**config.mk**
```make
export PLATFORM = sky130hd
export DESIGN_NAME = text_tile_renderer
export DESIGN_NICKNAME = d
export VERILOG_FILES = /design/src/rtl/video_pkg.sv /design/src/rtl/text_cursor_blink.sv /design/src/rtl/text_tile_renderer.sv
export SDC_FILE = /design/constraint.sdc
export NUM_CORES = 1
export LEC_CHECK = 0
export CORE_ASPECT_RATIO = 1.25
export CORE_MARGIN = 8
export CORE_UTILIZATION = 35
export CTS_BUF_LIST = sky130_fd_sc_hd__clkbuf_8 sky130_fd_sc_hd__clkbuf_16
export DETAILED_ROUTE_END_ITERATION = 12
export DONT_BUFFER_PORTS = 1
export PLACE_DENSITY = 0.6
export SKIP_CTS_REPAIR_TIMING = 1
export SYNTH_ARGS = -nofsm -noshare
export SYNTH_HDL_FRONTEND = slang
export SYNTH_SLANG_ARGS = --single-unit
```
**constraint.sdc**
```tcl
create_clock -name clk_pix -period 2 [get_ports clk_pix]
set_clock_uncertainty 0.05 [all_clocks]
set_input_delay 0 -clock clk_pix [delete_from_list [all_inputs] [get_ports clk_pix]]
set_output_delay 0 -clock clk_pix [all_outputs]
set_load 0.01 [all_outputs]
```
**src/rtl/video_pkg.sv**
```systemverilog
// Shared video types for the text path: character-cell layout and geometry.
package video_pkg;

  typedef logic [3:0] color_channel_t;

  typedef struct packed {
    color_channel_t bg;
    color_channel_t fg;
    logic [7:0]     code;
  } char_cell_t;

  localparam int CELL_W    = 8;
  localparam int CELL_H    = 16;
  localparam int TEXT_COLS = 80;
  localparam int TEXT_ROWS = 30;

  // row*80 + col built from shifts so no multiplier is inferred
  function automatic logic [11:0] cell_addr80(input logic [4:0] row, input logic [6:0] col);
    return {1'b0, row, 6'b0} + {3'b0, row, 4'b0} + {5'b0, col};
  endfunction

endpackage

```
**src/rtl/text_cursor_blink.sv**
```systemverilog
// Frame counter advanced on each falling edge of vsync; blink_on is the cursor phase.
module text_cursor_blink #(
  parameter int BLINK_BIT = 5
) (
  input  logic clk_pix,
  input  logic rst,
  input  logic vsync,
  output logic blink_on
);

  logic [5:0] frame_cnt;
  logic       vsync_prev;

  always_ff @(posedge clk_pix) begin
    if (rst) begin
      frame_cnt  <= '0;
      vsync_prev <= 1'b1;
    end else begin
      vsync_prev <= vsync;
      if (vsync_prev && !vsync)
        frame_cnt <= frame_cnt + 6'd1;
    end
  end

  assign blink_on = ~frame_cnt[BLINK_BIT];

endmodule

```
**src/rtl/text_tile_renderer.sv**
```systemverilog
// 80x30 character-cell renderer: char RAM -> font ROM -> pixel select -> palette index, 3-cycle latency.
module text_tile_renderer
  import video_pkg::*;
#(
  parameter int             COLS      = 80,
  parameter int             ROWS      = 30,
  parameter logic [3:0]     PAL_BASE  = 4'h0,
  parameter int             BLINK_BIT = 5
) (
  input  logic        clk_pix,
  input  logic        rst,
  input  logic [10:0] sx,
  input  logic [9:0]  sy,
  input  logic        hsync,
  input  logic        vsync,
  input  logic        de,
  input  logic        cursor_en,
  input  logic [6:0]  cursor_col,
  input  logic [4:0]  cursor_row,
  output logic [11:0] char_addr,
  input  logic [15:0] char_data,
  output logic [10:0] font_addr,
  input  logic [7:0]  font_data,
  output logic [7:0]  palette_idx,
  output logic        hsync_o,
  output logic        vsync_o,
  output logic        de_o
);

  logic [6:0] col_s0;
  logic [4:0] row_s0;

  logic [2:0] sx_s1;
  logic [3:0] sy_s1;
  logic [6:0] col_s1;
  logic [4:0] row_s1;
  logic       hs_s1, vs_s1, de_s1;
  char_cell_t cell_s1;

  logic [2:0]     sx_s2;
  logic [3:0]     sy_s2;
  logic [6:0]     col_s2;
  logic [4:0]     row_s2;
  logic           hs_s2, vs_s2, de_s2;
  color_channel_t fg_s2, bg_s2;

  logic blink_on;
  logic font_bit;
  logic cursor_hit;
  logic pix;

  logic unused_bits;
  assign unused_bits = ^{sx[10], sy[9], cell_s1.code[7]};

  assign col_s0 = sx[9:3];
  assign row_s0 = sy[8:4];

  generate
    if (COLS == 80) begin : g_addr80
      assign char_addr = cell_addr80(row_s0, col_s0);
    end else begin : g_addr_gen
      assign char_addr = 12'(int'(row_s0) * COLS + int'(col_s0));
    end
  endgenerate

  always_ff @(posedge clk_pix) begin
    if (rst) begin
      sx_s1  <= '0;
      sy_s1  <= '0;
      col_s1 <= '0;
      row_s1 <= '0;
      hs_s1  <= 1'b1;
      vs_s1  <= 1'b1;
      de_s1  <= 1'b0;
    end else begin
      sx_s1  <= sx[2:0];
      sy_s1  <= sy[3:0];
      col_s1 <= col_s0;
      row_s1 <= row_s0;
      hs_s1  <= hsync;
      vs_s1  <= vsync;
      de_s1  <= de;
    end
  end

  assign cell_s1   = char_cell_t'(char_data);
  assign font_addr = {cell_s1.code[6:0], sy_s1};

  always_ff @(posedge clk_pix) begin
    if (rst) begin
      sx_s2  <= '0;
      sy_s2  <= '0;
      col_s2 <= '0;
      row_s2 <= '0;
      hs_s2  <= 1'b1;
      vs_s2  <= 1'b1;
      de_s2  <= 1'b0;
      fg_s2  <= '0;
      bg_s2  <= '0;
    end else begin
      sx_s2  <= sx_s1;
      sy_s2  <= sy_s1;
      col_s2 <= col_s1;
      row_s2 <= row_s1;
      hs_s2  <= hs_s1;
      vs_s2  <= vs_s1;
      de_s2  <= de_s1;
      fg_s2  <= cell_s1.fg;
      bg_s2  <= cell_s1.bg;
    end
  end

  text_cursor_blink #(
    .BLINK_BIT(BLINK_BIT)
  ) u_blink (
    .clk_pix  (clk_pix),
    .rst      (rst),
    .vsync    (vsync),
    .blink_on (blink_on)
  );

  // Underline occupies the bottom two pixel rows of the cursor cell
  always_comb begin
    font_bit   = font_data[3'd7 - sx_s2];
    cursor_hit = cursor_en && blink_on
                 && (col_s2 == cursor_col) && (row_s2 == cursor_row)
                 && (int'(col_s2) < COLS) && (int'(row_s2) < ROWS)
                 && (sy_s2[3:1] == 3'b111);
    pix        = font_bit ^ cursor_hit;
  end

  always_ff @(posedge clk_pix) begin
    if (rst) begin
      palette_idx <= 8'h00;
      hsync_o     <= 1'b1;
      vsync_o     <= 1'b1;
      de_o        <= 1'b0;
    end else begin
      palette_idx <= de_s2 ? {PAL_BASE, (pix ? fg_s2 : bg_s2)} : 8'h00;
      hsync_o     <= hs_s2;
      vsync_o     <= vs_s2;
      de_o        <= de_s2;
    end
  end

endmodule

```
* After elaboration in Yosys (flattened, before gate mapping)
Cells that the tools add are included.
** Word-level totals
- Logic and storage cells :: 47
- Output and inout bits :: 34
- Input bits :: 63
- Flip-flop bits (word level) :: 69
** Operators by class
- Eq/ne operators :: 3
- Add/sub/neg operators :: 4
- Muxes and demuxes :: 3
- Order comparisons :: 3
- Reduce and logical (&&, ||, !) cells :: 9
- Bitwise operators :: 3
** Operators with widths (number)
- $add A11 B9 Y12 :: 1
- $add A12 B7 Y12 :: 1
- $eq A7 B7 Y1 :: 1
- $logic_and A1 B1 Y1 :: 7
- $lt A7 B7 Y1 const B :: 1
- $add A6 B1 Y6 const B :: 1
- $eq A5 B5 Y1 :: 1
- $lt A5 B5 Y1 const B :: 1
- $lt A3 B4 Y1 const B :: 1
- $mux W4 :: 1
- $bmux W1 S3 :: 1
- $eq A3 B3 Y1 const B :: 1
- $sub A3 B3 Y3 const A :: 1
- $not A1 Y1 :: 2
- $reduce_or A2 Y1 :: 1
- $logic_not A1 Y1 :: 1
- $mux W1 :: 1
- $xor A1 B1 Y1 :: 1

* Longest topological paths before layout
- Depth in word-level cells :: 9
- Depth in mapped cells :: 9
- Mapped depth without buffers :: 9

* Cells and area by module
From an unflattened synthesis, not the netlist that was laid out.
** Second synthesis, totals
- Cells, all modules :: 253
- Area, all modules :: 2630.0 sq um
** Modules (own cells, without submodules)
- text_tile_renderer :: instances 1, cells each 221, area an instance 2318.5 sq um, seq. area each 1161.1 sq um
- text_cursor_blink :: instances 1, cells each 32, area an instance 311.5 sq um, seq. area each 140.1 sq um

* Worst setup path after synthesis
Ideal clock, no wire load.
- Kind :: input-to-output
- Start :: in sx[9]
- End :: out char_addr[10]
- Buffers on the path :: 0
- Cell stages on the path :: 9
- Slack :: 0.241 ns
- Data arrival time :: 1.709 ns
- Required time :: 1.950 ns
- Path through :: inv_1 fa_1 inv_1 ha_1 a21o_1 a21oi_1 o21bai_1 a21oi_1 xnor2_1
** Between the ends
- Word-level cells in the longest chain between the ends :: 1
** Ends and longest elaborated chain
- from (decl) :: line text_tile_renderer.sv:12 : input logic [10:0] sx,
- $add A12 B7 Y12 :: line video_pkg.sv:19 : return {1'b0, row, 6'b0} + {3'b0, row, 4'b0} + {5'b0, col};
- to (decl) :: line text_tile_renderer.sv:20 : output logic [11:0] char_addr,
Every way passes these cells.

* Final worst setup path
Ends and elaborated chain as after synthesis.

==> results.md <==
- HPWL after DPL: 3.553 mm
- Routed via count: approximately 1,700
- Final setup viols: 0
- First DRT Iteration DRCs: 59
- Vias/cell: around 4.5
- Seq. cell area: 0.001281 mm2
- H-tree Lvls: 3
- # fillers: 694
- TritonCTS clock tree: yes
- Slowest cell on the critical path: fa_1
- Outcome: complete, no violations
- Leakage: 0.001328 uW
- Switching share of power: 0.2205
- CP Data Required Time: 1950 ps
- Share of layout cells above drive strength 1: 0.1119
- Ys Warns: 0
- Antenna cell count: 0
- Post-route clock period utilization: 0.9196
- First-pass GRT wire length: 7.383 mm
- Crit-path max cell delay: 590 ps
- Distinct cell type count after synthesis: 32
- Most common cell in the synthesized netlist: dfxtp_1
- Num CTS Buffers: 9
- Num Clock Sinks: 64
- Initial antenna violation count: 0
- Crit path launch type: primary input
- Final Hold Violating Endpoints: 0
- Max Slew Vio Count: 0
- Post-synthesis adder-cell area fraction: 0.06455
- TNS Setup: 0 ps
- GRT Total Usage: 0.09501
- Worst min path class: in2out
- Via count of the first global-routing pass: approximately 1,500
- Max-cap viol count: 0
- Layout Nets: 357
- Clk buf depth: 2
- Seq pwr share: 0.470
- Arrival time worst endpoint: roughly 1800 ps
- Most common cell on crit path: inv_1
- Mux share of post-synthesis cell area: 0.03032
- Power Dens Cells: 896.0 mW/mm2
- Clock power share: 0.422
- Die Ht: 111.6 um
- Synth cell count leaders: dfxtp_1, nor2b_1, buf_4, xor2_1, nor2_1
- Avg WL per Cell: approximately 14 um
- Achievable clock frequency: roughly 0.54 GHz
- Internal: 2251 uW
- Post-Route WL: 5.329 mm
- Avg Cell Area, Syn: 10.32 um2
- Ys async rst share: 0
- Synthesis-stage register bit count: 64
- Synth Flop Type: dfxtp_1
- DIE WIDTH: 92.48 um
- Cell Rows: 35
- Combinational share of power: 0.108
- Largest family of logic cells by synthesized area: simple AND/OR/NAND/NOR gates
- Crit-path leading delay family: adder cells
- Synth top area cells: dfxtp_1, nor2b_1, xor2_1, ha_1, buf_4
- Clock Tree Root: clkbuf_8
- Synth Area in Simple Gates: 0.2127
- Port bufs: 0
- Compound-Gate Fraction of Synth Area: 0.04841
- Largest net degree at the start of global routing: 61
- Crit path kind: in2out
- Clk Latency, worst-skew pair: 340 ps
- EDFF count, synth: 0
- Critical path cell sequence: inv_1, fa_1, inv_1, ha_1, a21o_1, a21oi_2, o21bai_1, a21oi_1, xnor2_1
- Multi-input logic area: 0.001096 mm2
- Initial core utilization: 0.3541
- Final hold slack: 50.45 ps
- Psw: 636.8 uW
- Synth area leader: dfxtp_1
- Die ar.: 0.01032 mm2
- DRT antenna net count: 0
- Pre-antenna DRT Iters: 4
- Grt ovf: 0
- Buf+Inv Stages, Crit Path: 2
- Layout Area Growth over Synthesis: 25.97%
- Synth Instances: between 200 and 250
- Mapped cell area: 0.002559 mm2
- DR DRC count: 0
- Register area share after synthesis: 0.5007
- Core ar.: 0.007226 mm2
- Fin crit period: 1839 ps
- Worst Setup End Kind: output pin
- Post-synthesis xor/xnor area fraction: 0.06504
- Largest fanout on the critical path: 2
- Worst VDD drop: 589.5 uV
- Ports: 97
- Routability cong.: 0.6707
- RSZ-0062 raised after global routing: no
- Share of Yosys cell area claimed by the top area cell type: 0.5007
[layout by cell type (no fill, tap or decap), types with 3 or more instances in the layout]
master / netlist / final
dfxtp_1: 64 / 64
o21ai_1: 4 / 4
nor4_1: 3 / 3
o311ai_1: 4 / 4
dlygate4sd3_1: 0 / 41
nand2_1: 10 / 10
clkbuf_8: 0 / 11
xor2_1: 15 / 15
nor2b_1: 47 / 47
inv_1: 10 / 11
or2_2: 6 / 6
conb_1: 1 / 4
and3_2: 4 / 4
xnor2_1: 4 / 4
a21oi_1: 5 / 4
nand4_1: 8 / 8
nor2_1: 12 / 12
ha_1: 10 / 10
[metrics by stage]
step,instances,setup WS (ps),utilization,total power (uW),cell area [um2]
2_1_floorplan,251,241.5,-,1601,2570
3_3_place_gp,320,137.9,0.3517,1586,2541
3_5_place_dp,320,108.4,0.3517,1593,2541
4_1_cts,335,98.70,0.3822,2830,2761
5_1_grt,378,38.86,0.4461,3029,3223
6_report,378,160.9,0.4461,2888,3223
[state kept, by name (all words and copies together), names as in the netlist, 3 cells and up]
signal / flops
col_s2: 7
col_s1: 7
row_s1: 5
row_s2: 5
sx_s2: 3
u_blink.frame_cnt: 6
fg_s2: 4
sx_s1: 3
palette_idx: 4
sy_s2: 3
sy_s1: 4
bg_s2: 4
[path summary, 6_finish.rpt]
check | from | end | slack [ps] | cells after the start
worst min register to register | hs_s2 | hsync_o | 360 | 1
worst max-delay path | sx[9] | char_addr[10] | 160 | 9
worst min-delay path | sy[8] | char_addr[10] | 50 | 1
worst max register to register | col_s2[6] | palette_idx[0] | 230 | 5
[area by class of cell]
cell class / count / area share
flip-flops and latches: 64 / 0.3975
inverters: 10 / 0.01165
repair buffers: 45 / 0.1467
clock buffers: 11 / 0.04697
clock inverters: 4 / 0.02135
multi-input cells: 152 / 0.3401
well taps: 92 / 0.03571
[power groups by stage]
stage	clock, uW	combinational [uW]	sequential, uW
global route	1320	346	1360
detailed placement	0	208	1390
CTS	1260	208	1360
global placement	0	201	1380
finish	1220	312	1360
floorplan	0	222	1380
[cells by family after synthesis]
kind of cell | after synthesis
flip-flops | 64
buffers and inverters | 35
AO/OA/AOI/OAI | 19
AND/OR/NAND/NOR | 94
multiplexers | 4
other | 1
adder cells (fa/ha/maj) | 12
XOR/XNOR | 19
[per-layer routing]
layer / part of all wire / GRT usage / vias to the layer above
met5: 0 / 0 / -
met4: 0.020 / 0.05711 / 0
met3: 0.098 / 0.05384 / 11
met2: 0.54 / 0.1577 / 59
met1: 0.34 / 0.08834 / 768
li1: - / - / 857
No activity file was read; power rests on OpenSTA's default activity.
